### config.mk
export PLATFORM = sky130hd
export DESIGN_NAME = id_ex_pipe_reg
export DESIGN_NICKNAME = d
export VERILOG_FILES = /design/src/rtl/id_ex_pipe_reg.sv
export SDC_FILE = /design/constraint.sdc
export NUM_CORES = 1
export LEC_CHECK = 0
export BUFFER_PORTS_ARGS = -buffer_cell sky130_fd_sc_hd__buf_2
export CAP_MARGIN = 20
export CORE_MARGIN = 3
export CORE_UTILIZATION = 42
export CTS_CLUSTER_SIZE = 8
export DETAILED_ROUTE_END_ITERATION = 10
export GPL_TIMING_DRIVEN = 0
export PLACE_DENSITY_LB_ADDON = 0.25
export SYNTH_ARGS = -nofsm -noshare
export SYNTH_HDL_FRONTEND = slang
export SYNTH_SLANG_ARGS = --single-unit
### constraint.sdc
create_clock -name clk -period 1.68 [get_ports clk]
set_clock_uncertainty 0.2 [all_clocks]
set_input_delay 0.168 -clock clk [delete_from_list [all_inputs] [get_ports clk]]
set_output_delay 0.168 -clock clk [all_outputs]
set_load 0.01 [all_outputs]
### src/rtl/id_ex_pipe_reg.sv
// ID->EX pipeline register with load-use hazard detection, bubble insertion,
// flush/hold handling and a saturating count of load-use bubbles.
module id_ex_pipe_reg #(
  parameter int XLEN  = 32,
  parameter int CNT_W = 16
) (
  input  logic             clk,
  input  logic             reset_n,
  input  logic             hold,
  input  logic             flush,
  input  logic             id_valid,
  input  logic [XLEN-1:0]  id_pc,
  input  logic [XLEN-1:0]  id_rs1_data,
  input  logic [XLEN-1:0]  id_rs2_data,
  input  logic [XLEN-1:0]  id_imm,
  input  logic [4:0]       id_rs1,
  input  logic [4:0]       id_rs2,
  input  logic [4:0]       id_rd,
  input  logic [2:0]       id_funct3,
  input  logic [6:0]       id_funct7,
  input  logic [2:0]       id_alu_op,
  input  logic [6:0]       id_ctrl,
  output logic             stall_id,
  output logic             ex_valid,
  output logic [XLEN-1:0]  ex_pc,
  output logic [XLEN-1:0]  ex_rs1_data,
  output logic [XLEN-1:0]  ex_rs2_data,
  output logic [XLEN-1:0]  ex_imm,
  output logic [4:0]       ex_rs1,
  output logic [4:0]       ex_rs2,
  output logic [4:0]       ex_rd,
  output logic [2:0]       ex_funct3,
  output logic [6:0]       ex_funct7,
  output logic [2:0]       ex_alu_op,
  output logic [6:0]       ex_ctrl,
  output logic [CNT_W-1:0] bubble_cnt
);

  // ctrl = {alu_src, mem_read, mem_write, reg_write, mem_to_reg, branch, jump}
  localparam int MEM_READ_BIT = 5;

  logic             luh;
  logic             load_bubble;
  logic             count_bubble;
  logic [CNT_W-1:0] bubble_cnt_next;

  // Index-only compare: an instruction that does not really read rs2 may stall needlessly.
  assign luh = ex_valid & ex_ctrl[MEM_READ_BIT] & (ex_rd != 5'd0) & id_valid
               & ((ex_rd == id_rs1) | (ex_rd == id_rs2));

  assign stall_id     = (luh & ~flush) | hold;
  assign load_bubble  = flush | luh;
  assign count_bubble = luh & ~flush;

  always_comb begin
    bubble_cnt_next = bubble_cnt;
    if (count_bubble && (bubble_cnt != {CNT_W{1'b1}})) begin
      bubble_cnt_next = bubble_cnt + CNT_W'(1);
    end
  end

  always_ff @(posedge clk or negedge reset_n) begin
    if (!reset_n) begin
      ex_valid    <= 1'b0;
      ex_pc       <= '0;
      ex_rs1_data <= '0;
      ex_rs2_data <= '0;
      ex_imm      <= '0;
      ex_rs1      <= '0;
      ex_rs2      <= '0;
      ex_rd       <= '0;
      ex_funct3   <= '0;
      ex_funct7   <= '0;
      ex_alu_op   <= '0;
      ex_ctrl     <= '0;
      bubble_cnt  <= '0;
    end else if (!hold) begin
      bubble_cnt <= bubble_cnt_next;
      if (load_bubble) begin
        // Zeroed indices keep forwarding logic from ever matching a bubble.
        ex_valid    <= 1'b0;
        ex_pc       <= '0;
        ex_rs1_data <= '0;
        ex_rs2_data <= '0;
        ex_imm      <= '0;
        ex_rs1      <= '0;
        ex_rs2      <= '0;
        ex_rd       <= '0;
        ex_funct3   <= '0;
        ex_funct7   <= '0;
        ex_alu_op   <= '0;
        ex_ctrl     <= '0;
      end else begin
        ex_valid    <= id_valid;
        ex_pc       <= id_pc;
        ex_rs1_data <= id_rs1_data;
        ex_rs2_data <= id_rs2_data;
        ex_imm      <= id_imm;
        ex_rs1      <= id_rs1;
        ex_rs2      <= id_rs2;
        ex_rd       <= id_rd;
        ex_funct3   <= id_funct3;
        ex_funct7   <= id_funct7;
        ex_alu_op   <= id_alu_op;
        ex_ctrl     <= id_ctrl;
      end
    end
  end

endmodule
# Word level (Yosys, flattened, before mapping)

Index checks and enable logic that the tools add are counted.
Widths: inputs -> output; s select.

Register bits: 180
Bits in latches: 0
Bits in writable memories: 0
ROM bits: 0
Input port bits: 168
Output and inout bits: 181
Word-level logic and storage cells: 42
Memories: 0

$add $sub $neg: 1
$mul: 0
Divide/modulo/power cells: 0
Order comparisons: 0
Eq/ne operators: 3
Shift operators: 0
Multiplexer cells: 12
Bitwise operators: 10
Reductions and logical operators: 3

Operators by type and width:

| cell                  | count |
|---|---|
| $mux 32               | 4 |
| $add 16x1->16 const B | 1 |
| $ne 16x16->1 const B  | 1 |
| $mux 5                | 3 |
| $mux 7                | 2 |
| $eq 5x5->1            | 2 |
| $mux 3                | 2 |
| $and 1x1->1           | 5 |
| $reduce_bool 5->1     | 1 |
| $or 1x1->1            | 3 |
| $not 1->1             | 2 |
| $reduce_and 2->1      | 1 |
| $logic_and 1x1->1     | 1 |
| $mux 1                | 1 |

# Depth between registers and ports, before layout

Depth in word-level cells: 7
Gate-level depth with buffers: 8
Depth with buffers taken out: 7

# Least setup slack after synthesis

OpenSTA, ideal clock, no wires.

Kind: reg-to-reg
From: reg ex_rd[4]
To: reg bubble_cnt[4]
Setup time: 0.079 ns
Data arrival time: 1.628 ns
Required time: 1.401 ns
Setup slack: -0.227 ns
Stages on the path, launching flop included: 8
Path buffers: 1
Clock period less this slack: 1.907 ns
Path through: dfrtp_1 -> xnor2_1 -> nand3_1 -> o22ai_2 -> nand2_2 -> buf_6 -> nor4b_4 -> xor2_1

Word-level cells in the longest chain between the ends: 7
Elaborated cells on any way between the ends: 10
Those cells by class: 2 x eq/ne; 5 x bitwise; 3 x reduce/logical

RTL lines:

| item                         | line | text |
|---|---|---|
| from (decl)                  | 31   | `output logic [4:0] ex_rd,` |
| from (signal assigned)       | 101  | `ex_rd <= id_rd;` |
| $reduce_bool 5->1            | 48   | `assign luh = ex_valid & ex_ctrl[MEM_READ_BIT] & (ex_rd != 5'd0) & id_valid` |
| $and 1x1->1 (2 in series)    | 48   |  |
| $and 1x1->1 *                | 49   | `& ((ex_rd == id_rs1) \| (ex_rd == id_rs2));` |
| $and 1x1->1 *                | 53   | `assign count_bubble = luh & ~flush;` |
| $logic_and 1x1->1 *          | 57   | `if (count_bubble && (bubble_cnt != {CNT_W{1'b1}})) begin` |
| $reduce_and 2->1 (no line) * | -    |  |
| to (signal assigned)         | 78   | `bubble_cnt <= bubble_cnt_next;` |
| to (decl)                    | 36   | `output logic [CNT_W-1:0] bubble_cnt` |

Mark *: on every way between the ends. The rest lies on a longest branch, timed or not.
A chain may end at the register's enable or synchronous reset.

# Worst setup path in the final report

From: reg ex_rd[2]
To: out stall_id

Word-level cells in the longest chain between the ends: 6
Elaborated cells on any way between the ends: 9
Those cells by class: 2 x eq/ne; 6 x bitwise; 1 x reduce/logical

RTL lines:

| item                      | line | text |
|---|---|---|
| $reduce_bool 5->1         | 48   |  |
| $and 1x1->1 (2 in series) | 48   |  |
| $and 1x1->1 *             | 49   |  |
| $and 1x1->1 *             | 51   | `assign stall_id = (luh & ~flush) \| hold;` |
| $or 1x1->1 *              | 51   |  |
| to (decl)                 | 23   | `output logic stall_id,` |

Marked as above.

==> flow_metrics.env <==
export IMPL_dr_max_layer_used="met4"
export IMPL_required_ns=1.31
export IMPL_critPathBufInv=2
export IMPL_period_needed_ns=2.30
export IMPL_synth_most_common_cell="nand2_1"
export IMPL_finish_utilization_pct=72.7
export IMPL_htreeDepth=4
export IMPL_regArea_sq_mm=0.00451
export IMPL_slowest_delay_ns=0.48
export IMPL_combPwrFrac_pct=17.1
export IMPL_crit_fanout=4
export IMPL_synthCells=781
export IMPL_final_nets=1501
export IMPL_cts_buffer_depth=2
export IMPL_period_share_pct=137
export IMPL_ys_top_cells_by_count="nand2_1, dfrtp_1, o21ai_0, o21ai_1, clkbuf_1"
export IMPL_dr_pass1_iters=4
export IMPL_p_seq_share_pct=43.2
export IMPL_status="complete, but fails checks"
export IMPL_clock_sinks=180
export IMPL_yosysWarnings=0
export IMPL_min_delay_path_depth=3
export IMPL_rsz0062_at_grt="yes"
export IMPL_regToRegEndpoint="bubble_cnt[4]"
export IMPL_drt_iter0_markers=441
export IMPL_synth_area_leaders="dfrtp_1, nand2_1, o21ai_0"
export IMPL_rows=47
export IMPL_syn_area_sq_mm=0.00730
export IMPL_synth_seq_area_share_pct=61.7
export IMPL_p_sw_share_pct=26.5
export IMPL_r2r_cells=9
export IMPL_tightest_slew_ns=0.696
export IMPL_criticalPathCategory="flip-flop to output pin"
export IMPL_fmax_mhz=436
export IMPL_arrival_ns=1.93
export IMPL_hold_viol_final=0
export IMPL_finalWirelength_um=27900
export IMPL_vias=7965
export IMPL_hold_path_class="primary input to flip-flop"
export IMPL_drv_cap=0
export IMPL_finalNonFillerCells=1565
export IMPL_hpwlAfterDp_um=17000
export IMPL_antenna_cells=0
export IMPL_drtAntennaViolNets=0
export IMPL_p_per_area_mw_per_mm2=915
export IMPL_slew_headroom_pct=53.6
export IMPL_internal_power_mw=8.23
export IMPL_grt_max_degree=93
export IMPL_crit_chain="xnor2_2, nand3_1, o22ai_4, nand2_2, buf_8, o21bai_4, buf_6"
export IMPL_wl_met1_um=10300
export IMPL_switching_power_mw=2.96
export IMPL_synth_seq_cells=180
export IMPL_cp_end_kind="output pin"
export IMPL_hold_ws_ns=0.0927
export IMPL_area_delta_synth_final_pct=67.4
export IMPL_placed_cells=1350
export IMPL_grt_usage_pct=28.5
export IMPL_holdPathEnd="ex_rs2[4]"
export IMPL_drive_gt1_share_pct=35.3
export IMPL_clkLatencyLatePin_ns=0.43
export IMPL_ys_async_sr_fraction_pct=100
export IMPL_io_pins=349
export IMPL_power_share_clock_pct=39.7
export IMPL_grt_pass1_wl_um=42100
export IMPL_setup_viol=181
export IMPL_fillCellCount=1170
export IMPL_vdd_drop_max_uv=685
export IMPL_grt_pass1_vias=8261
export IMPL_power_leakage_nw=6.22
export IMPL_fin_ws_ns=-0.616
export IMPL_via_per_inst=5.09
export IMPL_power_mw=11.2
export IMPL_violations="negative setup slack"
export IMPL_syn_avg_cell_area_sq_um=9.35
export IMPL_start_util_pct=43.4
export IMPL_hold_path_startpoint="hold"
export IMPL_synth_edff_count=0
export IMPL_wl_per_cell_um=17.8
export IMPL_cp_start_kind="flip-flop"
export IMPL_gr_total_overflow=0
export IMPL_routabilityCongestion=0.792
export IMPL_die_h_um=138
export IMPL_post_route_drc_count=0
export IMPL_synth_top_area_share_pct=61.7
export IMPL_r2r_slack_ns=-0.56
export IMPL_root_buffer="clkbuf_16"
export IMPL_drv_slew=0
export IMPL_coreArea_sq_mm=0.0168
export IMPL_met2_length_um=14100
export IMPL_die_area_sq_mm=0.0190
export IMPL_grt_antenna_before_repair=0
export IMPL_rr_startpoint="ex_rd[2]"
export IMPL_cp_slowest_cell="dfrtp_2"
export IMPL_synth_largest_area_cell="dfrtp_1"
export IMPL_syn_nets=950
export IMPL_met3WireLength_um=2260
export IMPL_cts_tree="built"
export IMPL_synth_cell_types=30
export IMPL_die_w_um=138
export IMPL_synthFlopType="dfrtp_1"
export IMPL_io_buffers=348
export IMPL_clk_pin_slew_worst_paths_ns=0.07
export IMPL_cts_made_buffers=17
export IMPL_multi_input_area_sq_mm=0.00272
export IMPL_cp_top_family="flip-flops"
## repair_timing
action                                  in CTS  in global routing
buffers inserted                            12                  4
resized for setup                           20                 87
pin swaps                                   13                 12
endpoints found under the setup margin     181                181
cloned                                       2                  1
hold endpoints to repair                   252                  0
hold buffers                               165                  0
## flip-flops by register name, indices dropped and copies added, names as in the netlist
register     count
ex_imm          32
ex_alu_op        3
ex_rd            5
ex_rs2_data     32
ex_rs2           5
ex_rs1_data     32
ex_pc           32
ex_valid         1
ex_funct7        7
ex_ctrl          7
ex_rs1           5
ex_funct3        3
bubble_cnt      16
## cells by family after synthesis
group | after synthesis | share of synthesized area, %
AND/OR/NAND/NOR | 345 | 18.8
flip-flops | 180 | 61.7
AO/OA/AOI/OAI | 170 | 12.8
buffers and inverters | 60 | 3.51
XOR/XNOR | 24 | 2.88
multiplexers | 1 | 0.154
adder cells (fa/ha/maj) | 1 | 0.171
## tightest hold or removal path: stages
cell	delay (ns)
buf_2	0.14
nor2_1	0.11
a32o_1	0.26
## layer usage
layer | vias up | track usage [%]
met5 | - | 0
met4 | 0 | 14.7
met2 | 379 | 48.9
met1 | 3826 | 32.4
li1 | 3667 | -
met3 | 93 | 7.87
## final cells by class
class,count,share of cell area (%)
multi-input combinational,541,22.3
clock buffer,18,3.51
sequential,180,36.9
inverter,5,0.153
tap,220,2.25
timing repair buffer,532,29.9
clock inverter,14,1.84
buffer,55,3.18
## placed cells by master (no fill, tap or decap), types with 6 or more instances in the layout
| cell | netlist | final |
|---|---|---|
| a32o_1 | 11 | 11 |
| buf_2 | 16 | 346 |
| buf_4 | 1 | 11 |
| buf_6 | 1 | 16 |
| clkbuf_1 | 37 | 35 |
| clkbuf_16 | 0 | 18 |
| dfrtp_1 | 180 | 175 |
| dlygate4sd3_1 | 0 | 165 |
| nand2_1 | 311 | 284 |
| nand2_2 | 1 | 27 |
| nand3_1 | 11 | 10 |
| o21ai_0 | 83 | 59 |
| o21ai_1 | 70 | 90 |
| xnor2_1 | 18 | 16 |
| xor2_1 | 6 | 6 |
## how the worst max path moves through the flow
stage / startpoint / to / cells past startpoint
3_5_place_dp: hold / stall_id / 6
4_1_cts: ex_rd[4] / stall_id / 7
3_3_place_gp: reset_n / ex_rd[3] / 1
5_1_grt: ex_rd[2] / stall_id / 7
2_1_floorplan: ex_rd[2] / bubble_cnt[4] / 7
6_report: ex_rd[2] / stall_id / 7
## power groups by stage
stage          sequential, mW  combinational (mW)  clock, mW
2_1_floorplan            5.03               0.473          0
3_3_place_gp             4.89                1.41          0
3_5_place_dp             4.89                1.44          0
4_1_cts                  4.81                1.80       4.49
5_1_grt                  4.86                2.08       4.70
6_report                 4.83                1.91       4.44
## metrics by stage
step	setup TNS [ns]	setup WS, ns	area, sq um
6_report	-74.98	-0.616	12200
4_1_cts	-75.43	-0.541	12000
2_1_floorplan	-10.11	-0.159	7380
3_5_place_dp	-88.23	-0.727	9440
3_3_place_gp	-567.08	-2.99	9400
5_1_grt	-85.57	-0.657	12200
No activity file was read; power rests on OpenSTA's default activity.
